## config.mk

```make
export PLATFORM = sky130hd
export DESIGN_NAME = ctrl_decode_seq
export DESIGN_NICKNAME = d
export VERILOG_FILES = /design/src/rtl/ctrl_decode_seq_pkg.sv /design/src/rtl/ctrl_decode_comb.sv /design/src/rtl/ctrl_decode_seq.sv
export SDC_FILE = /design/constraint.sdc
export NUM_CORES = 1
export LEC_CHECK = 0
export CORE_UTILIZATION = 30
export DETAILED_ROUTE_END_ITERATION = 6
export GPL_TIMING_DRIVEN = 0
export PLACE_DENSITY_LB_ADDON = 0.12
export SKIP_LAST_GASP = 1
export SYNTH_ARGS = -nofsm -noshare
export SYNTH_HDL_FRONTEND = slang
export SYNTH_SLANG_ARGS = --single-unit
```

## constraint.sdc

```tcl
create_clock -name clk -period 4.4 [get_ports clk]
set_input_delay 0.66 -clock clk [delete_from_list [all_inputs] [get_ports clk]]
set_output_delay 0.66 -clock clk [all_outputs]
set_load 0.1 [all_outputs]
```

## src/rtl/ctrl_decode_seq_pkg.sv

```systemverilog
// Shared constants, FSM state and control-word types for the registered MIPS control decoder.
// The TRAP state exists only when CTRL_ILLEGAL_TRAP_EN is defined.
package ctrl_decode_seq_pkg;

    localparam logic [5:0] OP_SPECIAL = 6'h00;
    localparam logic [5:0] OP_J       = 6'h02;
    localparam logic [5:0] OP_JAL     = 6'h03;
    localparam logic [5:0] OP_BEQ     = 6'h04;
    localparam logic [5:0] OP_BNE     = 6'h05;
    localparam logic [5:0] OP_ADDI    = 6'h08;
    localparam logic [5:0] OP_ADDIU   = 6'h09;
    localparam logic [5:0] OP_SLTIU   = 6'h0B;
    localparam logic [5:0] OP_ORI     = 6'h0D;
    localparam logic [5:0] OP_LUI     = 6'h0F;
    localparam logic [5:0] OP_LW      = 6'h23;
    localparam logic [5:0] OP_SW      = 6'h2B;

    localparam logic [5:0] FN_NOP     = 6'h00;
    localparam logic [5:0] FN_JR      = 6'h08;
    localparam logic [5:0] FN_SYSCALL = 6'h0C;
    localparam logic [5:0] FN_ADD     = 6'h20;
    localparam logic [5:0] FN_ADDU    = 6'h21;
    localparam logic [5:0] FN_SUB     = 6'h22;
    localparam logic [5:0] FN_AND     = 6'h24;
    localparam logic [5:0] FN_OR      = 6'h25;
    localparam logic [5:0] FN_SLT     = 6'h2A;

    localparam logic [2:0] ALU_AND = 3'd0;
    localparam logic [2:0] ALU_OR  = 3'd1;
    localparam logic [2:0] ALU_ADD = 3'd2;
    localparam logic [2:0] ALU_SUB = 3'd6;
    localparam logic [2:0] ALU_SLT = 3'd7;

    typedef enum logic [1:0] {
        ST_RUN     = 2'd0,
        ST_SYSCALL = 2'd1
`ifdef CTRL_ILLEGAL_TRAP_EN
        , ST_TRAP  = 2'd2
`endif
    } state_t;

    typedef struct packed {
        logic [1:0] reg_dst;
        logic       jump;
        logic       branch;
        logic       mem_read;
        logic       mem_to_reg;
        logic       reg_write;
        logic       alu_src;
        logic       mem_write;
        logic       jump_link;
        logic       jump_reg;
        logic [2:0] alu_op;
    } ctrl_word_t;

endpackage

```

## src/rtl/ctrl_decode_comb.sv

```systemverilog
// Pure combinational instruction-to-control-word map, flagging SYSCALL and unsupported encodings.
module ctrl_decode_comb
    import ctrl_decode_seq_pkg::*;
(
    input  logic [31:0] instr,
    output ctrl_word_t  cw,
    output logic        is_syscall,
    output logic        is_illegal
);

    logic [5:0]  opcode;
    logic [5:0]  funct;
    logic [19:0] unused_fields;

    assign opcode        = instr[31:26];
    assign funct         = instr[5:0];
    assign unused_fields = instr[25:6];

    always_comb begin
        cw         = '0;
        is_syscall = 1'b0;
        is_illegal = 1'b0;
        case (opcode)
            OP_ADDI, OP_ADDIU, OP_LUI: begin
                cw.alu_op = ALU_ADD; cw.alu_src = 1'b1; cw.reg_write = 1'b1;
            end
            OP_ORI: begin
                cw.alu_op = ALU_OR; cw.alu_src = 1'b1; cw.reg_write = 1'b1;
            end
            OP_SLTIU: begin
                cw.alu_op = ALU_SLT; cw.alu_src = 1'b1; cw.reg_write = 1'b1;
            end
            OP_LW: begin
                cw.alu_op = ALU_ADD; cw.alu_src = 1'b1; cw.mem_read = 1'b1;
                cw.mem_to_reg = 1'b1; cw.reg_write = 1'b1;
            end
            OP_SW: begin
                cw.alu_op = ALU_ADD; cw.alu_src = 1'b1; cw.mem_write = 1'b1;
            end
            OP_BEQ, OP_BNE: begin
                cw.alu_op = ALU_SUB; cw.branch = 1'b1;
            end
            OP_J: cw.jump = 1'b1;
            OP_JAL: begin
                cw.jump = 1'b1; cw.jump_link = 1'b1; cw.reg_dst = 2'd2; cw.reg_write = 1'b1;
            end
            OP_SPECIAL: begin
                case (funct)
                    FN_ADD, FN_ADDU, FN_SUB, FN_AND, FN_OR, FN_SLT: begin
                        cw.reg_dst   = 2'd1;
                        cw.reg_write = 1'b1;
                        case (funct)
                            FN_SUB:  cw.alu_op = ALU_SUB;
                            FN_AND:  cw.alu_op = ALU_AND;
                            FN_OR:   cw.alu_op = ALU_OR;
                            FN_SLT:  cw.alu_op = ALU_SLT;
                            default: cw.alu_op = ALU_ADD;
                        endcase
                    end
                    FN_JR:      cw.jump_reg = 1'b1;
                    FN_NOP:     ;
                    FN_SYSCALL: is_syscall = 1'b1;
                    default:    is_illegal = 1'b1;
                endcase
            end
            default: is_illegal = 1'b1;
        endcase
    end

endmodule

```

## src/rtl/ctrl_decode_seq.sv

```systemverilog
// Registered MIPS control decoder with valid/ready intake and a SYSCALL stall FSM with ack/timeout.
// Optional CTRL_ILLEGAL_TRAP_EN: illegal instructions park the FSM in TRAP until clr_trap.
module ctrl_decode_seq
    import ctrl_decode_seq_pkg::*;
#(
    parameter int ALUOP_W      = 3,
    parameter int SYSCALL_WAIT = 8
) (
    input  logic               clk,
    input  logic               rst_n,
    input  logic               instr_valid,
    input  logic [31:0]        instr,
    input  logic [31:0]        vreg,
    input  logic [31:0]        areg,
    input  logic               sc_ack,
    input  logic               clr_trap,
    output logic               ready,
    output logic               ctrl_valid,
    output logic [1:0]         reg_dst,
    output logic               jump,
    output logic               branch,
    output logic               mem_read,
    output logic               mem_to_reg,
    output logic               reg_write,
    output logic               alu_src,
    output logic               mem_write,
    output logic               jump_link,
    output logic               jump_reg,
    output logic [ALUOP_W-1:0] alu_op,
    output logic               stall,
    output logic               sc_req,
    output logic [31:0]        sc_code,
    output logic [31:0]        sc_arg,
    output logic               sc_timeout,
    output logic               illegal,
    output logic               trap
);

    localparam int               CNT_W    = $clog2(SYSCALL_WAIT + 1);
    localparam logic [CNT_W-1:0] CNT_LAST = CNT_W'(SYSCALL_WAIT - 1);

    state_t           state_reg, state_next;
    logic [CNT_W-1:0] cnt_reg, cnt_next;
    ctrl_word_t       ctrl_reg, ctrl_next, dec_cw;
    logic             ctrl_valid_reg, ctrl_valid_next;
    logic             illegal_reg, illegal_next;
    logic             sc_req_reg, sc_req_next;
    logic             sc_timeout_reg, sc_timeout_next;
    logic [31:0]      sc_code_reg, sc_code_next;
    logic [31:0]      sc_arg_reg, sc_arg_next;
    logic             dec_syscall, dec_illegal, accept;

    ctrl_decode_comb u_decode (
        .instr      (instr),
        .cw         (dec_cw),
        .is_syscall (dec_syscall),
        .is_illegal (dec_illegal)
    );

    assign ready  = (state_reg == ST_RUN);
    assign stall  = ~ready;
    assign accept = instr_valid && ready;

    always_comb begin
        state_next      = state_reg;
        cnt_next        = cnt_reg;
        sc_req_next     = sc_req_reg;
        sc_timeout_next = 1'b0;
        sc_code_next    = sc_code_reg;
        sc_arg_next     = sc_arg_reg;
        // Idle cycles present an all-zero control word, not a stale one.
        ctrl_next       = accept ? dec_cw : '0;
        ctrl_valid_next = accept;
        illegal_next    = accept && dec_illegal;
        case (state_reg)
            ST_RUN: begin
                if (accept && dec_syscall) begin
                    state_next   = ST_SYSCALL;
                    cnt_next     = '0;
                    sc_req_next  = 1'b1;
                    sc_code_next = vreg;
                    sc_arg_next  = areg;
                end
`ifdef CTRL_ILLEGAL_TRAP_EN
                else if (accept && dec_illegal) begin
                    state_next = ST_TRAP;
                end
`endif
            end
            ST_SYSCALL: begin
                // An ack on the final counted cycle takes priority over the timeout.
                if (sc_ack) begin
                    sc_req_next = 1'b0;
                    state_next  = ST_RUN;
                end else if (cnt_reg == CNT_LAST) begin
                    sc_req_next     = 1'b0;
                    sc_timeout_next = 1'b1;
                    state_next      = ST_RUN;
                end else begin
                    cnt_next = cnt_reg + 1'b1;
                end
            end
`ifdef CTRL_ILLEGAL_TRAP_EN
            ST_TRAP: begin
                if (clr_trap) state_next = ST_RUN;
            end
`endif
            default: state_next = ST_RUN;
        endcase
    end

    always_ff @(posedge clk or negedge rst_n) begin
        if (!rst_n) begin
            state_reg      <= ST_RUN;
            cnt_reg        <= '0;
            ctrl_reg       <= '0;
            ctrl_valid_reg <= 1'b0;
            illegal_reg    <= 1'b0;
            sc_req_reg     <= 1'b0;
            sc_timeout_reg <= 1'b0;
            sc_code_reg    <= '0;
            sc_arg_reg     <= '0;
        end else begin
            state_reg      <= state_next;
            cnt_reg        <= cnt_next;
            ctrl_reg       <= ctrl_next;
            ctrl_valid_reg <= ctrl_valid_next;
            illegal_reg    <= illegal_next;
            sc_req_reg     <= sc_req_next;
            sc_timeout_reg <= sc_timeout_next;
            sc_code_reg    <= sc_code_next;
            sc_arg_reg     <= sc_arg_next;
        end
    end

    assign ctrl_valid = ctrl_valid_reg;
    assign reg_dst    = ctrl_reg.reg_dst;
    assign jump       = ctrl_reg.jump;
    assign branch     = ctrl_reg.branch;
    assign mem_read   = ctrl_reg.mem_read;
    assign mem_to_reg = ctrl_reg.mem_to_reg;
    assign reg_write  = ctrl_reg.reg_write;
    assign alu_src    = ctrl_reg.alu_src;
    assign mem_write  = ctrl_reg.mem_write;
    assign jump_link  = ctrl_reg.jump_link;
    assign jump_reg   = ctrl_reg.jump_reg;
    assign alu_op     = ALUOP_W'(ctrl_reg.alu_op);
    assign illegal    = illegal_reg;
    assign sc_req     = sc_req_reg;
    assign sc_code    = sc_code_reg;
    assign sc_arg     = sc_arg_reg;
    assign sc_timeout = sc_timeout_reg;

`ifdef CTRL_ILLEGAL_TRAP_EN
    assign trap = (state_reg == ST_TRAP);
`else
    logic unused_clr_trap;
    assign unused_clr_trap = clr_trap;
    assign trap = 1'b0;
`endif

endmodule

```

==> metrics.md, run 1 <==
| Metric | Value |
|---|---|
| Post-route cell area | `5720 um^2` |
| Multi-input gate area | `1270 um^2` |
| H-tree Lvls | `3` |
| Pre-CTS setup slack | `1.36 ns` |
| Worst Clk Skew | `0.00483 ns` |
| Avg WL per Cell | `14.3 um` |
| CTS tree | `built` |
| Initial core utilization | `30.8%` |
| Max-slew violation count | `0` |
| Warnings from Yosys | `0` |
| Std cell rows | `39` |
| Max_cap viols | `0` |
| Synthesized cell area | `3520 um^2` |
| Worst skew pair latency | `0.33 ns` |
| DPL Wire Length | `6290 um` |
| Post-synthesis simple-gate area fraction | `8.99%` |
| Drt pass-1 iters | `4` |
| Synthesized area per cell | `13.5 um^2` |
| DR iter-0 viols | `46` |
| Worst Path Required | `4.61 ns` |
| I/O Buffers | `161` |
| Most frequent cells after synthesis | `dfrtp_1, mux2_2, nand2_1, nor2_1, a21oi_1` |
| TNS Setup | `0 ns` |
| Ports | `186` |
| Setup bufs post-CTS | `0` |
| DRT antenna net count | `0` |
| FFs w/ async S/R, synth | `100%` |
| Syn_nets | `363` |
| Pwr Total | `1910 uW` |
| Max VDD drop | `0.199 mV` |
| Post-synthesis compound-gate area fraction | `4.51%` |
| Worst Path Arrival | `2.90 ns` |
| Placed cell count | `566` |
| Synth area leader | `dfrtp_1` |
| P_sw | `395 uW` |
| Via Count | `2,659` |
| Critical path startpoint category | `primary input` |
| Sequential Power Share | `41.3%` |
| Die width | `110 um` |
| Gate power share | `9.2%` |
| Initial antenna violation count | `0` |
| Final cell count without fillers | `582` |
| Unrepaired setup endpoints after global routing | `false` |
| Drc violations | `0` |
| Synth Area in XOR/XNOR | `0.747%` |
| Area Growth Syn to Fin | `62.4%` |
| Overflow after GRT | `0` |
| Gr usage total | `13.7%` |
| Seq/Total Area, Yosys | `60.4%` |
| Post-CTS sizing | `0` |
| Power per cell area | `335 nW/um^2` |
| Die Ht | `110 um` |
| Clk sinks | `85` |
| Final setup viols | `0` |
| Status | `finished clean` |
| Int Pwr | `1520 uW` |
| Top_reg_cell synth | `dfrtp_1` |
| Placed Area | `5340 um^2` |
| Largest family of logic cells by synthesized area | `multiplexers` |
| # diodes | `0` |
| Measured slew at the worst slew-check pin | `1.01 ns` |
| Largest net degree at the start of global routing | `53` |
| Final net count | `536` |
| DIE AREA | `12,200 um^2` |
| Top-count cell post-synth | `dfrtp_1` |
| Crit-path max FO | `10` |
| FF+latch area | `2130 um^2` |
| Share of cells above drive strength 1 | `22.6%` |
| GPL Wtd Cong | `0.824` |
| Final Hold Violating Endpoints | `0` |
| Dominant cells by area after synthesis | `dfrtp_1, mux2_2, mux2_4, nand2_1, a21oi_1` |
| Leak Pwr | `0.00264 uW` |
| Adder-Cell Fraction of Synth Area | `0.640%` |
| Post-synthesis register bit count | `85` |
| CP Capture Type | `flop` |
| Reg clk slew, reported paths | `0.06 ns` |
| Slew HR | `32.5%` |
| Post-DR vias/cell | `4.57` |
| Setup ws final | `1.71 ns` |
| Tmin final | `2.69 ns` |
| Max Freq | `372 MHz` |
| Top cell type's share of synthesized area | `60.4%` |
| Hold Path Class | `primary input to asynchronous set/reset pin` |
| Post-synth EDFFs | `0` |
| Netlist cell types | `40` |
| TritonCTS Buffers | `9` |
| First-pass GRT wire length | `12,600 um` |
| Clock Path Buffers | `2` |
| Routed WL | `8350 um` |
| Sw frac | `20.6%` |
| Cts hold-fix bufs | `0` |
| Period Utilization, post-route | `61.0%` |
| Mux share of post-synthesis cell area | `21.0%` |
| Root buffer cell | `clkbuf_16` |
| FILL cells | `1,044` |
| Core region area | `11,400 um^2` |
| Number of global-route vias before repair | `2,559` |
| Clk pwr share | `49.5%` |
| Mapped Cells | `261` |
| Critical path class | `primary input to flop` |
cells by family (layout without fill, tap and decap cells):
family,count (synthesis),in the layout
other,1,1
AND/OR/NAND/NOR,58,58
buffers and inverters,22,200
multiplexers,64,64
adder cells (fa/ha/maj),2,2
AO/OA/AOI/OAI,26,26
flip-flops,85,85
XOR/XNOR,3,3
cells in the final DEF, fill, tap and decap left out, types with 3 or more instances in the layout:
| cell | n |
|---|---|
| buf_4 | 4 |
| bufinv_16 | 4 |
| nor2b_1 | 4 |
| clkdlybuf4s50_1 | 160 |
| clkbuf_16 | 9 |
| buf_2 | 7 |
| buf_6 | 3 |
| nand3_1 | 5 |
| and2_1 | 4 |
| nand2_1 | 13 |
| a21o_1 | 3 |
| inv_1 | 7 |
| nor3_1 | 4 |
| nor3b_1 | 3 |
| o21ai_0 | 7 |
| dfrtp_1 | 85 |
| mux2_4 | 5 |
| nor2_1 | 10 |
| a21oi_1 | 9 |
| mux2_2 | 59 |
power groups by stage:
stage / logic [uW] / clock network, uW / registers [uW]
global placement: 174 / 0 / 804
CTS: 179 / 975 / 789
global route: 189 / 1000 / 789
floorplan: 33.7 / 0 / 839
detailed placement: 178 / 0 / 804
finish: 176 / 947 / 789
final timing paths:
check	startpoint	to	slack, ns	cells after the start
worst min-delay path	rst_n	sc_code[12]$_DFFE_PN0P_	0.28	1
min in group clk	sc_code[1]$_DFFE_PN0P_	sc_code[1]$_DFFE_PN0P_	0.50	1
worst min register to register	sc_code[1]$_DFFE_PN0P_	sc_code[1]$_DFFE_PN0P_	0.50	1
worst max-delay path	instr[3]	sc_arg[3]$_DFFE_PN0P_	1.71	8
max in group asynchronous	rst_n	alu_op[0]$_DFF_PN0_	3.51	2
worst max register to register	sc_req$_DFFE_PN0P_	sc_arg[3]$_DFFE_PN0P_	2.12	9
final cells by class:
type | count | area share (%)
multi-input combinational | 154 | 22.2
clock inverter | 5 | 2.25
inverter | 7 | 0.460
timing repair buffer | 162 | 28.6
sequential | 85 | 37.2
buffer | 15 | 1.73
clock buffer | 11 | 4.42
tap | 143 | 3.13
per-stage QoR:
stage,hold slack (ns),utilization [%]
2_1_floorplan,0.364,-
3_3_place_gp,0.485,46.5
3_5_place_dp,0.491,46.7
4_1_cts,0.283,50.1
5_1_grt,0.306,50.1
6_report,0.276,50.1
critical path, stage by stage:
cell             delay, ns
clkdlybuf4s50_1       0.57
nor4b_2               0.28
nand2_1               0.12
or4b_1                0.47
buf_2                 0.19
buf_6                 0.16
buf_6                 0.15
mux2_4                0.30
metal layers:
layer  part of all wire (%)  track usage (%)
met1                     44             17.5
met2                     46             21.8
met3                    8.2             3.17
met4                    1.7             6.48
met5                      0                0
Power figures use the tool's default switching activity.
==> inputs of run 2 (changes only) <==
==> constraint.sdc (replaced) <==
create_clock -name clk -period 2.8 [get_ports clk]
set_input_delay 0.42 -clock clk [delete_from_list [all_inputs] [get_ports clk]]
set_output_delay 0.42 -clock clk [all_outputs]
set_load 0.1 [all_outputs]
==> run 2 against run 1 <==
Utilization decreased by 0.82 points. Routed wire length rose by 3.6%. Sequential cell count unchanged. First-iteration DRC count is 59% higher. Via count fell by 0.41%.
==> metrics.md, run 2 (synthesis results as in run 1) <==
| Metric | Value |
|---|---|
| Clk sinks | `85 (unchanged)` |
| # diodes | `0 (unchanged)` |
| Commonest non-fill, non-tap cells in the layout | `clkdlybuf4s50_1, dfrtp_1, mux2_2` |
| Routed WL | `8650 um (+3.6%)` |
| Drc violations | `0 (unchanged)` |
| Worst Clk Skew | `0.00438 ns (-0.000442 ns)` |
| CP Capture Type | `flop` |
| TNS Setup | `0 ns (unchanged)` |
| Status | `finished clean` |
| Post-DR vias/cell | `4.56 (-0.24%)` |
| Area Growth Syn to Fin | `59.8%` |
| FILL cells | `1,066 (+2.1%)` |
| DIE AREA | `12,200 um^2 (unchanged)` |
| Worst Path Arrival | `2.66 ns (-0.24 ns)` |
| Avg WL per Cell | `14.9 um (+3.8%)` |
| Slew HR | `32.5% (about the same)` |
| Std cell rows | `39 (unchanged)` |
| Reg clk slew, reported paths | `0.06 ns (about the same)` |
| Measured slew at the worst slew-check pin | `1.01 ns (+0.000314 ns)` |
| DR iter-0 viols | `73 (+59%)` |
| Hold Path Class | `primary input to asynchronous set/reset pin` |
| Drt pass-1 iters | `6 (+2)` |
| Max VDD drop | `0.223 mV (+12%)` |
| Overflow after GRT | `0 (unchanged)` |
| TritonCTS Buffers | `9 (unchanged)` |
| GPL Wtd Cong | `0.822 (-0.19%)` |
| Gr usage total | `14.3% (+0.61 points)` |
| Root buffer cell | `clkbuf_16` |
| First-pass GRT wire length | `13,000 um (+2.7%)` |
| DPL Wire Length | `6490 um (+3.2%)` |
| Cts hold-fix bufs | `0 (unchanged)` |
| Critical path class | `primary input to flop` |
| Largest net degree at the start of global routing | `57 (+7.5%)` |
| Initial antenna violation count | `0 (unchanged)` |
| Crit-path max FO | `10 (unchanged)` |
| Worst Path Required | `3.01 ns (-1.60 ns)` |
| Leak Pwr | `0.00258 uW (-2.1%)` |
| FF+latch area | `2130 um^2 (about the same)` |
| Ports | `186 (unchanged)` |
| Die Ht | `110 um (unchanged)` |
| Final net count | `536 (unchanged)` |
| Placed cell count | `566 (unchanged)` |
| Max_cap viols | `0 (unchanged)` |
| Post-CTS sizing | `0 (unchanged)` |
| Worst skew pair latency | `0.33 ns (about the same)` |
| Final setup viols | `0 (unchanged)` |
| H-tree Lvls | `3 (unchanged)` |
| Final Hold Violating Endpoints | `0 (unchanged)` |
| Clock Path Buffers | `2 (unchanged)` |
| Share of cells above drive strength 1 | `22.4% (-0.18 points)` |
| Die width | `110 um (unchanged)` |
| I/O Buffers | `161 (unchanged)` |
| Unrepaired setup endpoints after global routing | `false` |
| Via Count | `2,648 (-0.41%)` |
| CTS tree | `built` |
| Tmin final | `2.44 ns` |
| Critical path startpoint category | `primary input` |
| Power per cell area | `474 nW/um^2 (+42%)` |
| DRT antenna net count | `0 (unchanged)` |
| Most common cell after layout, fill and taps aside | `clkdlybuf4s50_1` |
| Period Utilization, post-route | `87.2%` |
| Final cell count without fillers | `581 (-0.17%)` |
| Initial core utilization | `30.8% (unchanged)` |
| Max Freq | `409 MHz` |
| Multi-input gate area | `1270 um^2 (unchanged)` |
| Core region area | `11,400 um^2 (unchanged)` |
| Number of global-route vias before repair | `2,546 (-0.51%)` |
| Max-slew violation count | `0 (unchanged)` |
| Setup bufs post-CTS | `0 (unchanged)` |
-- run 2: cell types whose count changed in the layout (fill, tap and decap cells not counted), sizes merged --
cell      delta
clkinv       +1
bufinv       -3
inv          -2
clkinvlp     +3
-- run 2: cell type report --
class | instances | area share, %
Inverter | 7 | 0.534
Timing Repair Buffer | 162 | 29.1
Clock inverter | 4 | 0.890
Clock buffer | 11 | 4.14
Multi-Input combinational cell | 154 | 22.5
Sequential cell | 85 | 37.9
Tap cell | 143 | 3.18
Buffer | 15 | 1.76
-- run 2: stage by stage --
stage	util [%]	total power, uW	area [um^2]	setup WS, ns	hold WS, ns
after global routing	49.2	2780	5620	0.238	0.0430
after CTS	49.2	2710	5620	0.348	0.0280
after global placement	46.5	1540	5320	-2.25	0.485
after detailed placement	46.8	1540	5340	-0.00933	0.390
after floorplan	-	1370	3520	0.104	0.124
final	49.2	2670	5620	0.357	0.0153
-- run 2: metal layers --
metal / wire, um / vias to the layer above / track usage (%)
li1: - / 1256 / -
met1: 3770 / 1266 / 18.5
met2: 3850 / 113 / 21.7
met3: 866 / 13 / 4.17
met4: 160 / 0 / 7.14
met5: 0 / - / 0
-- run 2: path summary, 6_finish.rpt --
kind                                   startpoint                      to  slack (ns)  cells after the start
hold / removal                              rst_n  sc_code[1]$_DFFE_PN0P_        0.02                      1
hold reg to reg            sc_arg[11]$_DFFE_PN0P_  sc_arg[11]$_DFFE_PN0P_        0.50                      1
setup reg to reg               sc_req$_DFFE_PN0P_   sc_arg[0]$_DFFE_PN0P_        0.53                      9
max in group asynchronous                   rst_n  sc_arg[19]$_DFFE_PN0P_        2.17                      2
setup / recovery                        instr[31]   sc_arg[0]$_DFFE_PN0P_        0.36                      8
min in group clk                        instr[29]      mem_read$_DFF_PN0_        0.30                      2
-- run 2: critical path, cell delays in order --
cell,delay (ns)
clkdlybuf4s50_1,0.53
nor2_2,0.19
nand3_1,0.17
or4b_1,0.52
buf_2,0.19
buf_6,0.17
buf_6,0.15
mux2_4,0.30
-- run 2: report_power, final --
part           total, uW  switching, uW  internal [uW]
Sequential          1240           3.88           1240
Combinational        278            143            135
Clock               1150            463            685
